==> src/rtl/huff_dc_pkg.sv <==
// rtl/huff_dc_pkg.sv - JPEG DC Huffman tables and size-category helper
package huff_dc_pkg;

    localparam int MAX_SIZE = 11;
    localparam int CODE_W   = 11;

    typedef struct packed {
        logic [CODE_W-1:0] code;
        logic [3:0]        len;
    } huff_entry_t;

    // Bit length of a non-negative magnitude; 0 for zero.
    function automatic logic [3:0] size_cat(input logic [CODE_W:0] abs_val);
        logic [3:0] s;
        s = '0;
        for (int i = 0; i <= CODE_W; i++) begin
            if (abs_val[i]) s = 4'(i + 1);
        end
        return s;
    endfunction

    function automatic huff_entry_t dc_code(input logic is_luma, input logic [3:0] size);
        huff_entry_t e;
        if (is_luma) begin
            case (size)
                4'd0:    e = '{11'h000, 4'd2};
                4'd1:    e = '{11'h002, 4'd3};
                4'd2:    e = '{11'h003, 4'd3};
                4'd3:    e = '{11'h004, 4'd3};
                4'd4:    e = '{11'h005, 4'd3};
                4'd5:    e = '{11'h006, 4'd3};
                4'd6:    e = '{11'h00E, 4'd4};
                4'd7:    e = '{11'h01E, 4'd5};
                4'd8:    e = '{11'h03E, 4'd6};
                4'd9:    e = '{11'h07E, 4'd7};
                4'd10:   e = '{11'h0FE, 4'd8};
                default: e = '{11'h1FE, 4'd9};
            endcase
        end else begin
            case (size)
                4'd0:    e = '{11'h000, 4'd2};
                4'd1:    e = '{11'h001, 4'd2};
                4'd2:    e = '{11'h002, 4'd2};
                4'd3:    e = '{11'h006, 4'd3};
                4'd4:    e = '{11'h00E, 4'd4};
                4'd5:    e = '{11'h01E, 4'd5};
                4'd6:    e = '{11'h03E, 4'd6};
                4'd7:    e = '{11'h07E, 4'd7};
                4'd8:    e = '{11'h0FE, 4'd8};
                4'd9:    e = '{11'h1FE, 4'd9};
                4'd10:   e = '{11'h3FE, 4'd10};
                default: e = '{11'h7FE, 4'd11};
            endcase
        end
        return e;
    endfunction

endpackage

==> src/rtl/huff_dc_size_cat.sv <==
// rtl/huff_dc_size_cat.sv - DC difference to size category and magnitude bits
module huff_dc_size_cat
    import huff_dc_pkg::*;
#(
    parameter int DW = 12
) (
    input  logic signed [DW-1:0] diff_i,
    output logic [3:0]           size_o,
    output logic [CODE_W-1:0]    mag_o
);

    logic [DW-1:0]        abs_val;
    logic signed [DW-1:0] ones_val;
    logic [CODE_W-1:0]    ones_ext;
    logic [CODE_W-1:0]    mask;

    // Negative differences are sent as the one's complement of |diff|, i.e. diff-1.
    always_comb begin
        abs_val  = diff_i[DW-1] ? DW'(-diff_i) : diff_i;
        ones_val = diff_i[DW-1] ? diff_i - DW'(1) : diff_i;
        size_o   = size_cat((CODE_W+1)'(abs_val));
        ones_ext = CODE_W'(ones_val);
        mask     = ~({CODE_W{1'b1}} << size_o);
        mag_o    = ones_ext & mask;
    end

endmodule

==> src/rtl/huffman_dc_dpcm_enc.sv <==
// rtl/huffman_dc_dpcm_enc.sv - 3-stage JPEG DC DPCM + Huffman encoder; HUFF_DC_RESTART_EN adds restart intervals
module huffman_dc_dpcm_enc
    import huff_dc_pkg::*;
#(
    parameter int COEF_W = 11,
    parameter int NUM_CH = 3,
    localparam int CH_W  = (NUM_CH > 1) ? $clog2(NUM_CH) : 1
) (
    input  logic              clk,
    input  logic              rst,
    input  logic              in_valid,
    output logic              in_ready,
    input  logic [COEF_W-1:0] in_dc,
    input  logic [CH_W-1:0]   in_comp,
    input  logic              in_is_luma,
`ifdef HUFF_DC_RESTART_EN
    input  logic [15:0]       restart_intv,
    input  logic              in_mcu_end,
    output logic              out_rst_mark,
`endif
    output logic              out_valid,
    input  logic              out_ready,
    output logic [CODE_W-1:0] out_code,
    output logic [3:0]        out_code_len,
    output logic [CODE_W-1:0] out_mag,
    output logic [3:0]        out_size
);

    localparam int DW = COEF_W + 1;

    if (COEF_W > MAX_SIZE || COEF_W < 2) begin : g_bad_coef_w
        $error("huffman_dc_dpcm_enc: COEF_W must be in 2..11");
    end

    logic              en, accept, comp_ok, restart_hit;
    logic [COEF_W-1:0] pred_q [NUM_CH];
    logic [COEF_W-1:0] pred_rd;

    logic                 s1_valid_q, s1_luma_q;
    logic signed [DW-1:0] s1_diff_q, s1_diff_d;
    logic                 s2_valid_q, s2_luma_q;
    logic [3:0]           s2_size_q, size_w;
    logic [CODE_W-1:0]    s2_mag_q, mag_w;
    logic                 s3_valid_q;
    logic [CODE_W-1:0]    s3_code_q, s3_mag_q;
    logic [3:0]           s3_len_q, s3_size_q;
    huff_entry_t          code_w;

    // Whole pipeline moves as one unit; no skid buffer, so a stalled output blocks input.
    assign en       = ~s3_valid_q | out_ready;
    assign in_ready = en;
    assign accept   = in_valid & en;
    assign comp_ok  = 32'(in_comp) < NUM_CH;

    always_comb begin
        pred_rd   = comp_ok ? pred_q[in_comp] : '0;
        s1_diff_d = signed'({in_dc[COEF_W-1], in_dc}) - signed'({pred_rd[COEF_W-1], pred_rd});
        code_w    = dc_code(s2_luma_q, s2_size_q);
    end

    always_ff @(posedge clk) begin
        if (rst || restart_hit) begin
            for (int i = 0; i < NUM_CH; i++) pred_q[i] <= '0;
        end else if (accept && comp_ok) begin
            pred_q[in_comp] <= in_dc;
        end
    end

`ifdef HUFF_DC_RESTART_EN
    logic [15:0] mcu_cnt_q, mcu_cnt_d;
    logic        rst_pend_q, rst_pend_d;
    logic        s1_mark_q, s2_mark_q, s3_mark_q;

    always_comb begin
        mcu_cnt_d   = mcu_cnt_q;
        rst_pend_d  = rst_pend_q;
        restart_hit = 1'b0;
        if (accept) begin
            rst_pend_d = 1'b0;
            if (in_mcu_end) begin
                mcu_cnt_d = mcu_cnt_q + 16'd1;
                if (restart_intv != 16'd0 && mcu_cnt_d == restart_intv) begin
                    restart_hit = 1'b1;
                    mcu_cnt_d   = '0;
                    rst_pend_d  = 1'b1;
                end
            end
        end
    end

    always_ff @(posedge clk) begin
        if (rst) begin
            mcu_cnt_q  <= '0;
            rst_pend_q <= 1'b0;
            s1_mark_q  <= 1'b0;
            s2_mark_q  <= 1'b0;
            s3_mark_q  <= 1'b0;
        end else begin
            mcu_cnt_q  <= mcu_cnt_d;
            rst_pend_q <= rst_pend_d;
            if (en) begin
                s1_mark_q <= accept & rst_pend_q;
                s2_mark_q <= s1_mark_q;
                s3_mark_q <= s2_mark_q;
            end
        end
    end

    assign out_rst_mark = s3_mark_q;
`else
    assign restart_hit = 1'b0;
`endif

    always_ff @(posedge clk) begin
        if (rst) begin
            s1_valid_q <= 1'b0;
            s1_luma_q  <= 1'b0;
            s1_diff_q  <= '0;
            s2_valid_q <= 1'b0;
            s2_luma_q  <= 1'b0;
            s2_size_q  <= '0;
            s2_mag_q   <= '0;
            s3_valid_q <= 1'b0;
            s3_code_q  <= '0;
            s3_len_q   <= '0;
            s3_mag_q   <= '0;
            s3_size_q  <= '0;
        end else if (en) begin
            s1_valid_q <= accept;
            s2_valid_q <= s1_valid_q;
            s3_valid_q <= s2_valid_q;
            if (accept) begin
                s1_diff_q <= s1_diff_d;
                s1_luma_q <= in_is_luma;
            end
            if (s1_valid_q) begin
                s2_size_q <= size_w;
                s2_mag_q  <= mag_w;
                s2_luma_q <= s1_luma_q;
            end
            if (s2_valid_q) begin
                s3_code_q <= code_w.code;
                s3_len_q  <= code_w.len;
                s3_mag_q  <= s2_mag_q;
                s3_size_q <= s2_size_q;
            end
        end
    end

    huff_dc_size_cat #(.DW(DW)) u_size_cat (
        .diff_i (s1_diff_q),
        .size_o (size_w),
        .mag_o  (mag_w)
    );

    assign out_valid    = s3_valid_q;
    assign out_code     = s3_code_q;
    assign out_code_len = s3_len_q;
    assign out_mag      = s3_mag_q;
    assign out_size     = s3_size_q;

endmodule

==> config.mk <==
export PLATFORM = sky130hd
export DESIGN_NAME = huffman_dc_dpcm_enc
export DESIGN_NICKNAME = d
export VERILOG_FILES = /design/src/rtl/huff_dc_pkg.sv /design/src/rtl/huff_dc_size_cat.sv /design/src/rtl/huffman_dc_dpcm_enc.sv
export SDC_FILE = /design/constraint.sdc
export NUM_CORES = 1
export LEC_CHECK = 0
export ABC_AREA = 1
export CAP_MARGIN = 20
export CORE_ASPECT_RATIO = 0.9
export CORE_MARGIN = 1
export CORE_UTILIZATION = 62
export CTS_CLUSTER_DIAMETER = 50
export DETAILED_ROUTE_END_ITERATION = 8
export PLACE_DENSITY_LB_ADDON = 0.3
export SLEW_MARGIN = 20
export SYNTH_ARGS = -nofsm -noshare
export SYNTH_HDL_FRONTEND = slang
export SYNTH_HIERARCHICAL = 1
export SYNTH_SLANG_ARGS = --single-unit
==> constraint.sdc <==
create_clock -name clk -period 6.8 [get_ports clk]
set_clock_uncertainty 0.05 [all_clocks]
set_input_delay 2.04 -clock clk [delete_from_list [all_inputs] [get_ports clk]]
set_output_delay 2.04 -clock clk [all_outputs]
set_load 0.03 [all_outputs]
==> flow_metrics.py <==
metrics = {
    "outcome": {
        "status": "finished clean",
    },
    "route": {
        "dr.pass1.iters": 5,
        "drt_iter0_drc": 317,
        "wire_per_inst_microns": 14.7,
        "num_vias": 5206,
        "wl_mm": 13.9,
        "drc": 0,
        "avgViaCountPerCell": 5.53,
        "antenna_left": 0,
    },
    "grt": {
        "grt_max_degree": 53,
        "grtUsageTotal_pct": 30.1,
        "antenna_found_initial": 0,
        "first_global_vias": 4940,
        "grt_overflow": 0,
        "grt_pass1_wl_mm": 23.1,
    },
    "power": {
        "ir_worst_vdd_mv": 0.268,
        "cellLeakagePower_uw": 0.00320,
        "p_per_area_mw_per_mm2": 302,
    },
    "sta": {
        "tns_ns": 0,
        "rsz0062_at_grt": "no",
        "whs_ns": 0.407,
        "report.final.slew_viol_count": 0,
        "min_period_ns": 5.40,
        "hold_viol": 0,
        "max_slew_margin_pct": 39.6,
        "setup_violations": 0,
        "worst_pin_slew_ns": 0.904,
        "finalCritPeriodShare_pct": 79.4,
        "max_freq_ghz": 0.185,
    },
    "placement": {
        "hpwl_mm": 9.29,
        "numPortBuffers": 49,
        "place_congestion": 0.905,
    },
    "logic_synthesis": {
        "ys_ff_latch": 113,
        "async_reset_ff_share_pct": 0,
        "yosysWarnings": 6,
        "synth.avg_cell_area_sq_um": 7.58,
        "synth_cells": 765,
        "yosys_most_used_dff": "dfxtp_1",
        "yosysUniqueCellTypes": 43,
        "ys_seq_area_share_pct": 44.7,
        "synth.cell_area_sq_mm": 0.00580,
        "synth-edff-count": 33,
        "synth_fp_nets": 801,
    },
    "layout": {
        "area_growth_pct": 19.9,
        "diodes": 0,
        "nets": 842,
        "drive_gt1_share_pct": 9.65,
    },
    "floorplan": {
        "num_io_pins": 50,
        "core_region_area_sq_mm": 0.00908,
        "start_util_pct": 63.8,
        "dieWidth_microns": 104,
        "rows": 33,
        "die_area_sq_mm": 0.00974,
        "die_y_microns": 93.8,
    },
    "worst_setup_path": {
        "startpoint_type": "input pin",
        "cp_max_fo": 5,
        "critical_path_class": "input pin to output pin",
        "required_ns": 4.71,
        "end_kind": "output pin",
        "arrival_ns": 3.31,
    },
    "clocking": {
        "cts_hold_buf": 0,
        "cts_tree": "done",
        "clock_tree.root_cell": "clkbuf_8",
        "post-cts-setup-buffer-count": 0,
        "clk_latency_ns": 0.52,
        "cts-resized-gates": 0,
        "clkTransAtPathRegs_ns": 0.06,
        "htree_levels": 4,
        "cts_buffers": 17,
        "cts_sinks": 113,
        "clockBufferDepth": 2,
    },
    "hold_path": {
        "hp-class": "flip-flop to flip-flop",
    },
    "flow_run": {
        "drv_cap": 0,
    },
}
[routing by layer]
layer	vias up	part of all wire, %	global-route usage (%)
li1	2545	-	-
met1	2452	43	37.3
met2	183	49	52.0
met3	26	6.0	6.73
met4	0	1.9	10.8
met5	-	0	0
[per-stage QoR]
stage | setup slack (ns) | total power, uW | util (%) | instance area, sq um | std cells
final | 1.40 | 2100 | 76.6 | 6960 | 941
after global routing | 1.35 | 2180 | 76.6 | 6960 | 941
after CTS | 1.39 | 2090 | 76.6 | 6960 | 941
after detailed placement | 1.38 | 1150 | 69.4 | 6310 | 909
after global placement | 1.41 | 1140 | 69.4 | 6310 | 909
after floorplan | 2.50 | 1060 | - | 5800 | 765
[Yosys cell counts, types with 2 or more instances]
master | number | area share (%)
a21o_1 | 2 | 0.26
a21oi_1 | 24 | 2.1
a21oi_2 | 3 | 0.45
a221oi_1 | 8 | 1.2
a31oi_1 | 12 | 1.3
and2_1 | 2 | 0.22
buf_1 | 2 | 0.13
buf_2 | 11 | 0.95
buf_4 | 4 | 0.52
clkbuf_1 | 10 | 0.65
dfxtp_1 | 80 | 28
edfxtp_1 | 33 | 17
ha_1 | 17 | 3.7
inv_1 | 91 | 5.9
inv_2 | 5 | 0.32
inv_4 | 2 | 0.22
nand2_1 | 154 | 10
nand2_2 | 10 | 1.1
nand2_4 | 6 | 1.2
nand3_1 | 47 | 4.1
nand3_2 | 3 | 0.52
nand4_1 | 12 | 1.3
nor2_1 | 140 | 9.1
nor2_2 | 8 | 0.86
nor2_4 | 5 | 0.97
nor3_1 | 2 | 0.17
o21ai_0 | 50 | 4.3
xor2_1 | 7 | 1.1
[logic make-up (layout without fill, tap and decap cells)]
family,count (synthesis),after routing,synth area share [%]
AOI/OAI and AO/OA,104,104,10.4
and+or+nand+nor,394,394,30.4
adders and majority gates,18,18,4.01
buffers and inverters,128,182,9.28
xor gates and xnor gates,8,8,1.21
DFF,113,113,44.7
[cells in the final DEF, fill, tap and decap left out, drive strengths merged, types with 7 or more instances in the layout]
master / count
dfxtp: 80
nand2: 170
a21oi: 27
xor2: 7
nand3: 51
clkdlybuf4s50: 49
a221oi: 8
edfxtp: 33
ha: 17
clkinv: 7
nor2: 154
a31oi: 12
clkbuf: 24
inv: 99
nand4: 12
o21ai: 52
[final cells by class]
type	count	area [sq um]
Fill cell	643	2130
Inverter	100	397
Timing Repair Buffer	50	498
Clock inverter	8	113
Sequential cell	113	2590
Tap cell	122	153
Multi-Input combinational cell	524	2670
Clock buffer	24	534
[path summary, 6_finish.rpt]
kind | from | endpoint | slack, ns | cells after the start
worst min-delay path | flip-flop | out_code[4] | 0.41 | 2
worst max register to register | s1_diff_q[11] | flip-flop | 3.28 | 18
worst max-delay path | out_ready | in_ready | 1.40 | 4
worst min register to register | flip-flop | out_code[4] | 0.41 | 2
[critical path, stage by stage]
cell and delay (ns):
clkdlybuf4s50_1 0.45, inv_1 0.06, nand2_4 0.08, clkdlybuf4s50_1 0.68
[power breakdown]
part / total [uW] / switching, uW / internal [uW] / leakage [uW]
logic: 378 / 249 / 128 / 0.00188
clock network: 947 / 327 / 621 / 0.000317
registers: 773 / 31.4 / 742 / 0.00100
total: 2100 / 608 / 1490 / 0.00320
Power figures use the tool's default switching activity.
